===== config.mk =====
export PLATFORM = sky130hd
export DESIGN_NAME = fetch_unit
export DESIGN_NICKNAME = d
export VERILOG_FILES = /design/src/rtl/fetch_unit.sv
export SDC_FILE = /design/constraint.sdc
export NUM_CORES = 1
export LEC_CHECK = 0
export CORE_ASPECT_RATIO = 0.5
export CORE_MARGIN = 10
export CORE_UTILIZATION = 45
export CTS_CLUSTER_SIZE = 25
export DETAILED_ROUTE_END_ITERATION = 10
export PLACE_DENSITY = 0.78
export REMOVE_ABC_BUFFERS = 1
export SYNTH_ARGS = -nofsm -noshare
export SYNTH_HDL_FRONTEND = slang
export SYNTH_SLANG_ARGS = --single-unit
export TNS_END_PERCENT = 5

===== constraint.sdc =====
create_clock -name clk -period 2.3 [get_ports clk]
set_input_delay 0.23 -clock clk [delete_from_list [all_inputs] [get_ports clk]]
set_output_delay 0.23 -clock clk [all_outputs]
set_load 0.1 [all_outputs]

===== src/rtl/fetch_unit.sv =====
// Instruction fetch stage: issues one imem request per instruction, latches the
// returned word and presents its fields to the control unit with valid/ready.
module fetch_unit #(
  parameter int                ADDR_W   = 8,
  parameter int                INSTR_W  = 16,
  parameter logic [ADDR_W-1:0] RESET_PC = 8'h00
) (
  input  logic               clk,
  input  logic               rst_n,
  output logic               imem_req,
  output logic [ADDR_W-1:0]  imem_addr,
  input  logic               imem_rvalid,
  input  logic [INSTR_W-1:0] imem_rdata,
  input  logic               redirect_en,
  input  logic [ADDR_W-1:0]  redirect_pc,
  output logic               instr_valid,
  input  logic               instr_ready,
  output logic [3:0]         opcode,
  output logic [3:0]         rd,
  output logic [3:0]         rs1,
  output logic [3:0]         rs2,
  output logic [ADDR_W-1:0]  pc_out,
  output logic               illegal_op
);

  localparam logic [1:0] S_REQ   = 2'd0;
  localparam logic [1:0] S_WAIT  = 2'd1;
  localparam logic [1:0] S_HOLD  = 2'd2;
  localparam logic [1:0] S_DRAIN = 2'd3;

  localparam logic [ADDR_W-1:0]  PC_ONE    = {{(ADDR_W-1){1'b0}}, 1'b1};
  localparam logic [3:0]         OP_MAX    = 4'd5;

  logic [1:0]         state_q, state_d;
  logic [ADDR_W-1:0]  pc_q, pc_d;
  logic               req_q, req_d;
  logic [ADDR_W-1:0]  addr_q, addr_d;
  logic [INSTR_W-1:0] ir_q, ir_d;
  logic               valid_q, valid_d;
  logic [ADDR_W-1:0]  pc_out_q, pc_out_d;
  logic               illegal_q, illegal_d;

  function automatic logic is_illegal(input logic [3:0] op);
    return (op > OP_MAX);
  endfunction

  // Next-state logic; redirect overrides every other event in every state.
  always_comb begin
    state_d  = state_q;
    pc_d     = pc_q;
    ir_d     = ir_q;
    valid_d  = valid_q;
    pc_out_d = pc_out_q;
    case (state_q)
      S_REQ: begin
        // REQ with no request out yet only occurs right after reset.
        if (!req_q) begin
          pc_d    = redirect_en ? redirect_pc : pc_q;
          state_d = S_REQ;
        end else if (redirect_en) begin
          pc_d    = redirect_pc;
          state_d = S_DRAIN;
        end else begin
          state_d = S_WAIT;
        end
      end
      S_WAIT: begin
        if (redirect_en) begin
          pc_d    = redirect_pc;
          valid_d = 1'b0;
          state_d = imem_rvalid ? S_REQ : S_DRAIN;
        end else if (imem_rvalid) begin
          ir_d     = imem_rdata;
          pc_out_d = pc_q;
          pc_d     = pc_q + PC_ONE;
          valid_d  = 1'b1;
          state_d  = S_HOLD;
        end else begin
          state_d = S_WAIT;
        end
      end
      S_HOLD: begin
        if (redirect_en) begin
          pc_d    = redirect_pc;
          valid_d = 1'b0;
          state_d = S_REQ;
        end else if (instr_ready) begin
          valid_d = 1'b0;
          state_d = S_REQ;
        end else begin
          state_d = S_HOLD;
        end
      end
      S_DRAIN: begin
        if (redirect_en) begin
          pc_d = redirect_pc;
        end else begin
          pc_d = pc_q;
        end
        if (imem_rvalid) begin
          state_d = S_REQ;
        end else begin
          state_d = S_DRAIN;
        end
      end
      default: begin
        valid_d = 1'b0;
        state_d = S_REQ;
      end
    endcase
    req_d = (state_d == S_REQ);
    if (req_d) begin
      addr_d = pc_d;
    end else begin
      addr_d = addr_q;
    end
    illegal_d = valid_d && is_illegal(ir_d[15:12]);
  end

  // State and output registers.
  always_ff @(posedge clk or negedge rst_n) begin
    if (!rst_n) begin
      state_q   <= S_REQ;
      pc_q      <= RESET_PC;
      req_q     <= 1'b0;
      addr_q    <= {ADDR_W{1'b0}};
      ir_q      <= {INSTR_W{1'b0}};
      valid_q   <= 1'b0;
      pc_out_q  <= {ADDR_W{1'b0}};
      illegal_q <= 1'b0;
    end else begin
      state_q   <= state_d;
      pc_q      <= pc_d;
      req_q     <= req_d;
      addr_q    <= addr_d;
      ir_q      <= ir_d;
      valid_q   <= valid_d;
      pc_out_q  <= pc_out_d;
      illegal_q <= illegal_d;
    end
  end

  assign imem_req    = req_q;
  assign imem_addr   = addr_q;
  assign instr_valid = valid_q;
  assign opcode      = ir_q[15:12];
  assign rd          = ir_q[11:8];
  assign rs1         = ir_q[7:4];
  assign rs2         = ir_q[3:0];
  assign pc_out      = pc_out_q;
  assign illegal_op  = illegal_q;

endmodule


=== Word level (Yosys, flattened, before mapping) ===
Index checks and enable logic that the tools add are counted.

* Logic and storage cells: 40
* Bits of input ports: 29
* Bits in registers: 45

* Reduce and logical (&&, ||, !) cells: 5
* $add $sub $neg: 1
* Magnitude comparators: 1
* Eq/ne operators: 3
* Mux-type cells: 20
* Bitwise logic cells: 1

{| class="wikitable"
|+ Operators by type and width
! operator !! number
|-
| $mux W16 || 3
|-
| $mux W8 || 3
|-
| $pmux W8 S2 || 1
|-
| $mux W2 || 7
|-
| $add A8 B1 Y8 const B || 1
|-
| $pmux W2 S4 || 1
|-
| $eq A2 B2 Y1 const B || 2
|-
| $gt A4 B3 Y1 const B || 1
|-
| $logic_not A2 Y1 || 2
|-
| $mux W1 || 4
|-
| $reduce_and A3 Y1 || 1
|-
| $reduce_or A3 Y1 || 1
|-
| $eq A2 B1 Y1 const B || 1
|-
| $pmux W1 S2 || 1
|-
| $logic_and A1 B1 Y1 || 1
|-
| $not A1 Y1 || 1
|}

=== Depth between registers and ports, before layout ===
Gate-level depths: netlist (run 1).

* Word-level depth: 5
* Gate-level depth with buffers: 7
* Gate-level depth less buffers: 6

=== Least setup slack after synthesis (run 1) ===
OpenSTA, ideal clock, no wires.

* Path type: input-to-reg
* From: in redirect_en
* To: reg addr_q[0], in the netlist imem_addr[0]
* Arrival time: 1792 ps
* Buffers on the path: 2
* Slack: 382 ps
* Data required time: 2175 ps
* Stages: 7
* Cells stage by stage: buf_2 -> inv_1 -> ha_1 -> a221oi_1 -> a31o_2 -> buf_2 -> mux2_2

* Longest elaborated chain between the ends: 4

{| class="wikitable"
|+ Ends and longest elaborated chain
! item !! RTL line !! text
|-
| from (decl) || 14 || <nowiki>input logic redirect_en,</nowiki>
|-
| $mux W2 || 60 || <nowiki>end else if (redirect_en) begin</nowiki>
|-
| $mux W2 || 57 || <nowiki>if (!req_q) begin</nowiki>
|-
| $pmux W2 S4 (*) || 54 || <nowiki>case (state_q)</nowiki>
|-
| $logic_not A2 Y1 (*) || 111 || <nowiki>req_d = (state_d == S_REQ);</nowiki>
|-
| net req_d || 36 || <nowiki>logic req_q, req_d;</nowiki>
|-
| to (signal assigned) || 126 || <nowiki>addr_q <= {ADDR_W{1'b0}};</nowiki>
|-
| to (signal assigned) || 135 || <nowiki>addr_q <= addr_d;</nowiki>
|-
| to (decl) || 37 || <nowiki>logic [ADDR_W-1:0] addr_q, addr_d;</nowiki>
|}

Mark *: on every way through the listed nets, which the timed path passes. The rest lies on a longest branch.
A chain may end at the register's enable or synchronous reset.

=== Worst setup path after layout (run 1) ===
* From: in imem_rvalid
* To: reg addr_q[0], in the netlist imem_addr[0]

* Longest elaborated chain between the ends: 4

{| class="wikitable"
|+ Ends and longest elaborated chain
! item !! RTL line !! text
|-
| from (decl) || 12 || <nowiki>input logic imem_rvalid,</nowiki>
|-
| $mux W2 (on tied branches) || 72, 71, 100 ||
|-
| $mux W2 || 68 || <nowiki>if (redirect_en) begin</nowiki>
|-
| $pmux W2 S4 || 54 ||
|-
| $logic_not A2 Y1 || 111 ||
|}

Parallel ways exist; a longest one is shown, timed or not.

==> run summary, run 1 <==
The initial antenna violation count came out at 0. The number of clock buffers added by TritonCTS is 5. The most frequent cell after synthesis is sky130_fd_sc_hd__dfrtp_1.

The routed wire length came out at approximately 4400 µm. The iteration-0 DRC count of the detailed router is 74. The number of buffers on the longest clock path came out at 2.

The tightest slew margin relative to the limit came out at between 60% and 70%. The fmax came out at slightly above 500 MHz. The final-report hold violation count came out at 0. The startpoint identified for the worst register-to-register timing path is state_q[1].

After synthesis, the cell types taking the most area are sky130_fd_sc_hd__dfrtp_1 (57%), sky130_fd_sc_hd__mux2_2 (17%), sky130_fd_sc_hd__ha_1 (5.7%). The setup slack of the worst register-to-register path is ~0.38 ns. Detailed placement ended at an HPWL of around 3600 µm. The share of the synthesized area in the top cell type came out at a little under three fifths. Summing the areas of all compound-gate instances in the mapped netlist gives 7.29% of the synthesized area.

The worst register-to-register path has a depth of 6. The count of clock tree sinks came out at 45. The overall die height came out at around 67 µm. The count of H-tree levels built during CTS came out at 2. The post-synthesis cell type count came out at 33. The clock tree from TritonCTS is yes.

The core region area came out at 0.00406 mm². The tool flagged a number of max-cap violations equal to 0. The first-pass iteration count of the detailed router came out at 4.

By count the netlist is led by sky130_fd_sc_hd__dfrtp_1 (45), sky130_fd_sc_hd__mux2_2 (29), sky130_fd_sc_hd__nand2_1 (12), sky130_fd_sc_hd__ha_1 (9). After routing, the total negative slack on setup checks comes to 0 ns. The total inserted antenna cells came out at 0.

The sequential fraction of the synthesis area came out at between 50% and 60%. The number of nets in the layout came out at 260. The minimum clock period came out at about 2 ns.

The XOR/XNOR share of the synthesized area is 0.888%. The average wire per cell in the routed design came out at between 15 and 20 µm. The netlist area before placement came out at roughly 0.002 mm². The mean instance size in the synthesized netlist came out at 13.2 µm². The buffer type at the clock tree root is sky130_fd_sc_hd__clkbuf_8. The count of instances resized after the clock tree is built came out at 0. In this run the critical register-to-register path is captured at imem_addr[7]. The met1 layer wirelength in the final routing is 1960 µm.

The Yosys step of the flow raised 0 warnings. The setup violation total in the final timing report is 0. The routability congestion estimate came out at 0.809. The run finished with clean final reports. The die area is 0.00759 mm².

The starting utilization of the core area is roughly 49%. The buffers inserted during post-CTS setup optimization is 0. The count of port buffers added during placement came out at 63. The post-detailed-route DRC marker count came out at 0. The die extent in x is ~110 µm.

The wire length of the first global-routing pass is 7210 µm. The min-delay analysis places its worst path in the category input port to async pin. The actual slew at the worst max-slew pin is around 0.58 ns.

The number of global-route vias before repair is 1,455. For the worst-skew pair, the clock arrives at the later sink with an insertion delay of slightly below 0.3 ns. The number of synthesized flops with an enable pin is 0. The post-route clock period utilization is between 80 and 90%. On the final layout, the worst clock skew is roughly 0.0085 ns. The critical path arrival came out at between 2 and 2.5 ns. The amount of wire on met3 after detailed routing came out at between 300 and 400 µm. By area, the combinational part of the netlist is dominated by multiplexers. The post-route netlist has between 30% and 40% of its cells at a drive strength greater than 1.

64 I/O pins were placed. The overall overflow remaining after global route came out at 0. The number of fill cells is approximately 320. The site row count came out at 16.

The detailed-routed wire length on met2 is ~2000 µm. After synthesis, the share of cell area in mux cells is a little under a fifth. The overall track demand over capacity in global routing is between 10% and 20%.

Routed signal wires occupy layers up through met4. The predominant post-synthesis flop cell is sky130_fd_sc_hd__dfrtp_1. Setup repair after global routing left no endpoint under its margin.

In the routed layout, each cell is associated on average with a via count of ~5. The total number of vias is ~1,400. The worst setup path is launched from an input port.

Summing the areas of all fa, ha and maj instances in the mapped netlist gives under 10% of the synthesized area. The count of pins over their slew limit came out at 0. The largest net degree at the start of global routing came out at 25. The required time at the endpoint of the critical path is ~2.5 ns. The count of nets left with antenna violations once routing finished came out at 0. The worst setup path is captured at a flip-flop. For this run, asynchronously set or reset flops after synthesis account for 100%.

The path type of the worst setup path is input port to flip-flop. In this run the worst path has a maximum fanout of 9. The clock slew at the register clock pins of the worst setup and hold paths is roughly 0.080 ns. In the synthesized netlist, the number of instances is 150.

In this run, synthesis produced a sequential element count of 45. Compared with the post-synthesis result, the final layout area differs by 37.3%. The area fraction in and, or, nand and nor cells after synthesis came out at 8.62%. The biggest area contributor in the post-synthesis netlist is sky130_fd_sc_hd__dfrtp_1.
==> sequential cells by signal, summed over array words and instances (netlist names) <==
name and cells:
imem_addr 8, pc_q 8, illegal_op 1, state_q 2, pc_out 8, instr_valid 1, ir_q 16, imem_req 1
==> layer usage <==
layer,global-route usage [%],vias to the layer above
met2,18.2,44
met1,14.7,663
li1,-,679
met4,3.77,0
met5,0,-
met3,4.20,2
==> worst max-delay path: stages <==
cell and delay, ns:
sky130_fd_sc_hd__clkdlybuf4s50_1 0.48, sky130_fd_sc_hd__inv_1 0.06, sky130_fd_sc_hd__ha_1 0.28, sky130_fd_sc_hd__a221oi_1 0.37
sky130_fd_sc_hd__a31o_2 0.34, sky130_fd_sc_hd__mux2_2 0.36
==> area by class of cell <==
type / instances / area, µm² / share of cell area (%)
inverters: 5 / 18.8 / 0.693
repair buffers: 70 / 593 / 21.9
clock buffers: 6 / 82.6 / 3.05
well taps: 54 / 67.6 / 2.49
flip-flops and latches: 45 / 1130 / 41.6
multi-input cells: 95 / 807 / 29.8
clock inverters: 2 / 13.8 / 0.508
==> metrics by stage <==
stage	worst slack, ns	instances	hold slack (ns)	instance area (µm²)	utilization, %
2_1_floorplan	0.502	145	-0.0656	1950	-
3_3_place_gp	0.0399	268	0.221	2600	64.0
3_5_place_dp	0.0225	268	0.228	2600	64.0
4_1_cts	0.334	277	0.442	2710	66.7
5_1_grt	0.169	277	0.483	2710	66.7
6_report	0.342	277	0.439	2710	66.7
==> cell usage in the layout, fill, tap and decap left out, types with 4 or more instances in the layout <==
cell type	n
sky130_fd_sc_hd__dfrtp_1	45
sky130_fd_sc_hd__buf_4	41
sky130_fd_sc_hd__mux2_2	29
sky130_fd_sc_hd__clkdlybuf4s50_1	27
sky130_fd_sc_hd__nand2_1	12
sky130_fd_sc_hd__ha_1	9
sky130_fd_sc_hd__nand3_1	6
sky130_fd_sc_hd__o21ai_0	6
sky130_fd_sc_hd__clkbuf_8	6
sky130_fd_sc_hd__inv_1	5
sky130_fd_sc_hd__o211ai_1	4
==> what timing repair did <==
action | CTS | global route
hold buffers | 1 | 0
hold endpoints to repair | 22 | 0
endpoints found under the setup margin | 0 | 0
==> cells by family (layout without fill, tap and decap cells) <==
kind of cell / after synthesis / in the layout
multiplexers: 32 / 32
AO/OA/AOI/OAI: 20 / 20
XOR/XNOR: 2 / 2
AND/OR/NAND/NOR: 32 / 32
adder cells (fa/ha/maj): 9 / 9
buffers and inverters: 10 / 83
flip-flops: 45 / 45
==> how the worst max path moves through the flow <==
stage                startpoint            to  slack [ns]
floorplan              imem_req  imem_addr[4]        0.50
global placement    redirect_en  imem_addr[1]        0.04
detailed placement  redirect_en  imem_addr[0]        0.02
CTS                 imem_rvalid  imem_addr[0]        0.33
global route        imem_rvalid  imem_addr[1]        0.17
finish              imem_rvalid  imem_addr[0]        0.34
Power of run 1 is left out: the tool's default activity adds up to more than one toggle a clock period on the data nets, which glitch-free logic cannot reach.
==> run 2: changes to the inputs <==
--- a/config.mk
+++ b/config.mk
@@ -6,11 +6,11 @@
 export NUM_CORES = 1
 export LEC_CHECK = 0
 export CORE_ASPECT_RATIO = 0.5
-export CORE_MARGIN = 10
 export CORE_UTILIZATION = 45
 export CTS_CLUSTER_SIZE = 25
 export DETAILED_ROUTE_END_ITERATION = 10
 export PLACE_DENSITY = 0.78
+export RECOVER_POWER = 25
 export REMOVE_ABC_BUFFERS = 1
 export SYNTH_ARGS = -nofsm -noshare
 export SYNTH_HDL_FRONTEND = slang
==> constraint.sdc (replaced) <==
create_clock -name clk -period 2.5 [get_ports clk]
set_input_delay 0.25 -clock clk [delete_from_list [all_inputs] [get_ports clk]]
set_output_delay 0.25 -clock clk [all_outputs]
set_load 0.1 [all_outputs]
==> run summary, run 2 (synthesis results as in run 1) <==
The flow ran to the end, and the final reports show no timing, DRC or antenna violations. The post-DP HPWL was 2770 µm (-22%). The critical path arrival is 2.17 ns (+0.04 ns).

The count of boundary I/O pins is 64 (unchanged). The overall die height is 48.8 µm (-27%). The number of max-cap violations is 0 (unchanged). The iteration-0 DRC count of the detailed router is 36 (-51%). The hold buffer count at cts came out at 0 (-1). The number of global-route vias before repair came out at 1,314 (-9.7%). The count of pins over their slew limit is 0 (unchanged). The routed wire length is 3810 µm (-13%). The library cell used most frequently in the layout, excluding fill and tap cells, is sky130_fd_sc_hd__dfrtp_1.

The required time at the endpoint of the critical path was 2.67 ns (+0.20 ns). The number of fill cells came out at 315 (-1.9%). The average wire per cell in the routed design came to 13.9 µm (-12%).

The flip-flop count of the largest register after layout is 16 (unchanged). The buffers inserted during post-CTS setup optimization came out at 0 (unchanged). The number of buffers added by the clock tree synthesis step came out at 5 (unchanged).

The count of clock tree sinks came out at 45 (unchanged). More flip-flops sit in one register than any other, and that register is ir_q. The maximum net fanout on the critical path came out at 9 (unchanged). The die area came to 0.00467 mm² (-39%).

The fmax came out at between 400 and 500 MHz. The starting utilization of the core area is 48.8% (+0.24 points). The critical path is of the input port to flip-flop type.

The total inserted antenna cells is 0 (unchanged). In the layout the commonest cells are sky130_fd_sc_hd__dfrtp_1 (45), sky130_fd_sc_hd__buf_4 (39), sky130_fd_sc_hd__mux2_2 (29), sky130_fd_sc_hd__clkdlybuf4s50_1 (27), sky130_fd_sc_hd__nand2_1 (12). The minimum clock period is between 2 and 2.5 ns.

Setup repair after global routing left no endpoint under its margin. The worst setup path is captured at a flip-flop. The count of port buffers added during placement came to 63 (unchanged). The first-pass iteration count of the detailed router is 4 (unchanged). The number of buffers on the longest clock path came out at 2 (unchanged). The total number of vias came to 1,381 (-0.50%). The die extent in x was 95.6 µm (-16%). The share of cells above drive strength 1 came out at 38.2% (-0.38 points). The cell sitting at the root of the clock tree is a sky130_fd_sc_hd__clkbuf_8. The core region area came out at 0.00404 mm² (-0.49%). The actual slew at the worst max-slew pin came out at 1.09 ns (+0.514 ns). The overall track demand over capacity in global routing is 17.4% (+5.7 points). The final setup skew came to 0.00418 ns (-0.00433 ns). The layout-stage area growth over the synthesis result came out at 37.9%. The wire length of the first global-routing pass came out at 6110 µm (-15%).

The class of the tightest hold or removal check is input port to async pin. The combined area of the multi-input logic cells came out at 807 µm² (unchanged). TritonCTS built the clock tree. The delay of the slowest cell on the worst path was 0.48 ns (about the same). The area occupied by registers came to 0.00113 mm² (unchanged). For this design, the slowest cell found on the critical path is sky130_fd_sc_hd__clkdlybuf4s50_1. The initial antenna violation count came out at 0 (unchanged). The clock slew at the register clock pins of the worst setup and hold paths is 0.08 ns (about the same). The site row count is 16 (unchanged). The sum of negative setup slack came to 0 ns (unchanged). The overall overflow remaining after global route came out at 0 (unchanged). The final-report hold violation count came out at 0 (unchanged). The largest net degree at the start of global routing is 46 (+84%). The worst setup path is launched from an input port. The tightest slew margin relative to the limit was 27.2% (-34 points). The via count normalized by instance count is 5.04 (+0.59%). The routability congestion estimate is 0.855 (+5.6%).

The count of H-tree levels built during CTS came to 2 (unchanged). The signal on the critical path passes through clkdlybuf4s50_1 > inv_1 > ha_1 > a221oi_1 > a31o_2 > mux2_1. The clock latency on the worst-skew pair is 0.29 ns (about the same).

The count of instances resized after the clock tree is built is 0 (unchanged). The setup violation total in the final timing report is 0 (unchanged). The remaining number of nets flagged by the antenna check after routing is 0 (unchanged).

The number of nets in the layout is 257 (-1.2%). Dividing the final minimum period by the clock period gives 80.1%. The post-detailed-route DRC marker count came out at 0 (unchanged).
## run 2: changes by cell type in the layout (fill, tap and decap cells not counted), sizes merged
cell / previous run / this run
bufinv: 0 / 2
clkinv: 2 / 1
dlygate4sd3: 1 / 0
buf: 42 / 39
## run 2: metrics by stage
step	cells	area (µm²)	hold slack [ns]	setup WS, ns	util (%)
floorplan	145	1950	-0.0456	0.702	-
global placement	266	2590	0.454	0.219	64.0
detailed placement	266	2590	0.457	0.191	64.0
CTS	274	2720	0.140	0.494	67.3
global route	274	2720	0.236	0.373	67.3
finish	274	2720	0.154	0.499	67.3
## run 2: routing by layer
metal  vias up  routed length [µm]  global-route usage [%]
met5         -                   0                       0
met4         0                   0                    4.48
met3         0                 172                    4.67
met2        36                1780                    27.5
met1       668                1850                    23.9
li1        677                   -                       -
## run 2: worst paths after layout
path	startpoint	depth (start not counted)	endpoint	slack [ns]
setup / recovery	imem_rvalid	6	imem_addr[4]	0.50
hold / removal	rst_n	1	ir_q[10]	0.15
setup reg to reg	state_q[1]	6	imem_addr[7]	0.51
hold reg to reg	pc_out[2]	2	pc_out[2]	0.50
max in group asynchronous	rst_n	1	imem_addr[0]	1.68
min in group clk	pc_out[2]	2	pc_out[2]	0.50
## run 2: critical path: cells and delay by family
family | cells | cell delay, ns
mux | 1 | 0.36
buf+inv | 2 | 0.55
fa+ha+maj | 1 | 0.29
compound gates | 2 | 0.71
## run 2: layout make-up
| cell class | count | area share (%) |
|---|---|---|
| repair buffers | 67 | 20.9 |
| clock inverters | 3 | 2.39 |
| multi-input cells | 95 | 29.7 |
| clock buffers | 5 | 2.53 |
| well taps | 54 | 2.48 |
| inverters | 5 | 0.690 |
| flip-flops and latches | 45 | 41.4 |
Power of run 2 is left out for the same reason.
==> run 3: changes to the inputs <==
--- a/config.mk
+++ b/config.mk
@@ -6,10 +6,10 @@
 export NUM_CORES = 1
 export LEC_CHECK = 0
 export CORE_ASPECT_RATIO = 0.5
-export CORE_UTILIZATION = 45
+export CORE_UTILIZATION = 41
 export CTS_CLUSTER_SIZE = 25
 export DETAILED_ROUTE_END_ITERATION = 10
-export PLACE_DENSITY = 0.78
+export PLACE_DENSITY = 0.75
 export RECOVER_POWER = 25
 export REMOVE_ABC_BUFFERS = 1
 export SYNTH_ARGS = -nofsm -noshare
==> constraint.sdc (replaced) <==
create_clock -name clk -period 1.75 [get_ports clk]
set_input_delay 0.175 -clock clk [delete_from_list [all_inputs] [get_ports clk]]
set_output_delay 0.175 -clock clk [all_outputs]
set_load 0.1 [all_outputs]
==> run summary, run 3 (synthesis results as in run 1) <==
The startpoint class of the critical path is a flip-flop. The largest net degree at the start of global routing is 24 (-48%). The overall die height is 51.1 µm (+4.6%). The tightest slew margin relative to the limit is 22.5% (-4.6 points). The layout-stage area growth over the synthesis result came out at 54.3%. The clock slew at the register clock pins of the worst setup and hold paths was 0.08 ns (about the same). The routability congestion estimate came out at 0.764 (-11%). The setup violation total in the final timing report is 1 (+1). The number of buffers added by the clock tree synthesis step is 5 (unchanged). The die area is 0.00511 mm² (+9.4%). The starting utilization of the core area came out at 43.8% (-5.0 points). The count of port buffers added during placement came to 63 (unchanged).

The worst setup path is of the flip-flop to flip-flop kind. The fraction of the core area covered by cells at the end of the flow is 67.5% (+0.24 points). TritonCTS built the clock tree.

The worst-case setup margin in the final layout was -0.00469 ns (-0.503 ns). For this design, the slowest cell found on the critical path is sky130_fd_sc_hd__dfrtp_1. The checks that failed: negative setup slack. The die extent in x came to 100 µm (+4.7%). Traced cell by cell, the critical path runs through inv_2 > ha_4 > nand4_4 > buf_6 > o211ai_1 > o311ai_2 > mux2_4. The overall track demand over capacity in global routing is 18.8% (+1.5 points). The sum of negative setup slack is -0.00469 ns (-0.00469 ns). The wire length of the first global-routing pass is 7260 µm (+19%). The minimum clock period came out at roughly 1.8 ns. The share of cells above drive strength 1 is 50.4% (+12 points). The tree is rooted in a sky130_fd_sc_hd__clkbuf_8.

The post-detailed-route DRC marker count is 0 (unchanged). The count of boundary I/O pins is 64 (unchanged). The startpoint identified for the worst register-to-register timing path is state_q[1]. Setup repair after global routing could not meet its margin everywhere.

The via count normalized by instance count came out at 5.02 (-0.47%). The library cell used most frequently in the layout, excluding fill and tap cells, is sky130_fd_sc_hd__buf_4. Leaving out fill and tap cells, the most frequent cells in the layout are sky130_fd_sc_hd__buf_4 (50), sky130_fd_sc_hd__dfrtp_1 (44), sky130_fd_sc_hd__clkdlybuf4s50_1 (26), sky130_fd_sc_hd__mux2_2 (23), sky130_fd_sc_hd__nand2_1 (12). Broken down by cell family, the worst path's largest delay share belongs to compound AO/OA/AOI/OAI gates. The first-pass iteration count of the detailed router is 4 (unchanged). The count of pins over their slew limit is 0 (unchanged). The count of clock tree sinks came out at 45 (unchanged).

The run finished, with violations left. The path class of the tightest hold or removal check is input port to flip-flop. The worst hold path begins at redirect_en. The number of fill cells came out at 356 (+13%).

The final-report hold violation count came out at 0 (unchanged). The maximum net fanout on the critical path is 5 (-4). The total number of vias came out at 1,515 (+9.7%). The delay of the slowest cell on the worst path is 0.41 ns (-0.07 ns). The critical path arrival came out at 1.94 ns (-0.23 ns). The remaining number of nets flagged by the antenna check after routing came to 0 (unchanged).

The routed wire length came out at 4760 µm (+25%). The post-DP HPWL came to 3160 µm (+14%). The iteration-0 DRC count of the detailed router is 40 (+11%). The fmax came out at approximately 570 MHz. The number of max-cap violations is 0 (unchanged). The total inserted antenna cells is 0 (unchanged). The overall overflow remaining after global route is 0 (unchanged). The number of buffers on the longest clock path is 2 (unchanged). The total buffers and inverters traversed by the critical path came out at 2 (unchanged). The number of global-route vias before repair is 1,553 (+18%). The clock latency on the worst-skew pair came out at 0.30 ns (about the same). The worst setup path startpoint is state_q[1]. ir_q holds more flip-flops than any other register. The final setup skew was 0.00544 ns (+0.00126 ns). The average wire per cell in the routed design came out at 15.8 µm (+13%). The site row count came out at 17 (+1).

The count of H-tree levels built during CTS is 2 (unchanged). The post-route clock period utilization came out at 100%. The initial antenna violation count was 0 (unchanged).

The worst setup path is captured at a flip-flop. The required time at the endpoint of the critical path came out at 1.93 ns (-0.74 ns). The number of nets in the layout came out at 274 (+6.6%).

The flip-flop count of the largest register after layout is 16 (unchanged). The core region area came out at 0.00451 mm² (+12%). The actual slew at the worst max-slew pin came out at 1.16 ns (+0.0696 ns).
run 3: changes by cell type in the layout (fill, tap and decap cells not counted), sizes merged:
cell / delta
buf: +14
a31o: +1
bufinv: -1
clkbuf: +1
clkdlybuf4s50: -1
dlygate4sd3: +1
dlymetal6s2s: +1
run 3: path summary, 6_finish.rpt:
path                                      to  slack [ns]  cells after the start
max in group asynchronous           ir_q[14]        0.25                      3
min in group asynchronous          pc_out[5]        0.63                      2
worst min-delay path                 pc_q[2]        0.40                      3
worst max register to register  imem_addr[3]      -0.005                      7
worst max-delay path            imem_addr[3]      -0.005                      7
worst min register to register     pc_out[2]        0.49                      2
run 3: layer usage:
| layer | vias up | part of all wire [%] | track usage, % |
|---|---|---|---|
| met1 | 763 | 46 | 24.6 |
| met5 | - | 0 | 0 |
| li1 | 709 | - | - |
| met4 | 0 | 1.1 | 7.73 |
| met2 | 38 | 49 | 30.8 |
| met3 | 5 | 4.0 | 4.24 |
run 3: metrics by stage:
stage               hold slack (ns)  cell area [µm²]  setup WS [ns]  cells
global placement              0.157             2710         -0.450    291
detailed placement            0.165             2710         -0.495    291
floorplan                    -0.121             1950        -0.0475    145
finish                        0.397             3050       -0.00469    302
global route                  0.411             3050        -0.0820    302
CTS                           0.368             2950       -0.00723    302
run 3: cell type report:
type | instances | area [µm²] | share of cell area (%)
clock buffer | 5 | 68.8 | 2.26
clock inverter | 2 | 35.0 | 1.15
inverter | 5 | 18.8 | 0.616
multi-input combinational | 96 | 1000 | 32.9
sequential | 45 | 1130 | 37.0
tap | 66 | 82.6 | 2.71
timing repair buffer | 83 | 712 | 23.4
run 3: timing repair:
action,4_1_cts,5_1_grt
endpoints found under the setup margin,8,9
pin swaps,5,6
gates resized for setup,23,21
setup buffers,2,1
gates cloned,1,0
hold buffers,1,0
endpoints found under the hold margin,21,0
run 3: worst reg2reg max path: stages, from the launching register on:
cell                       delay [ns]
sky130_fd_sc_hd__dfrtp_1         0.41
sky130_fd_sc_hd__inv_2           0.10
sky130_fd_sc_hd__ha_4            0.16
sky130_fd_sc_hd__nand4_4         0.12
sky130_fd_sc_hd__buf_6           0.15
sky130_fd_sc_hd__o211ai_1        0.21
sky130_fd_sc_hd__o311ai_2        0.20
sky130_fd_sc_hd__mux2_4          0.29
Power of run 3 is left out for the same reason.
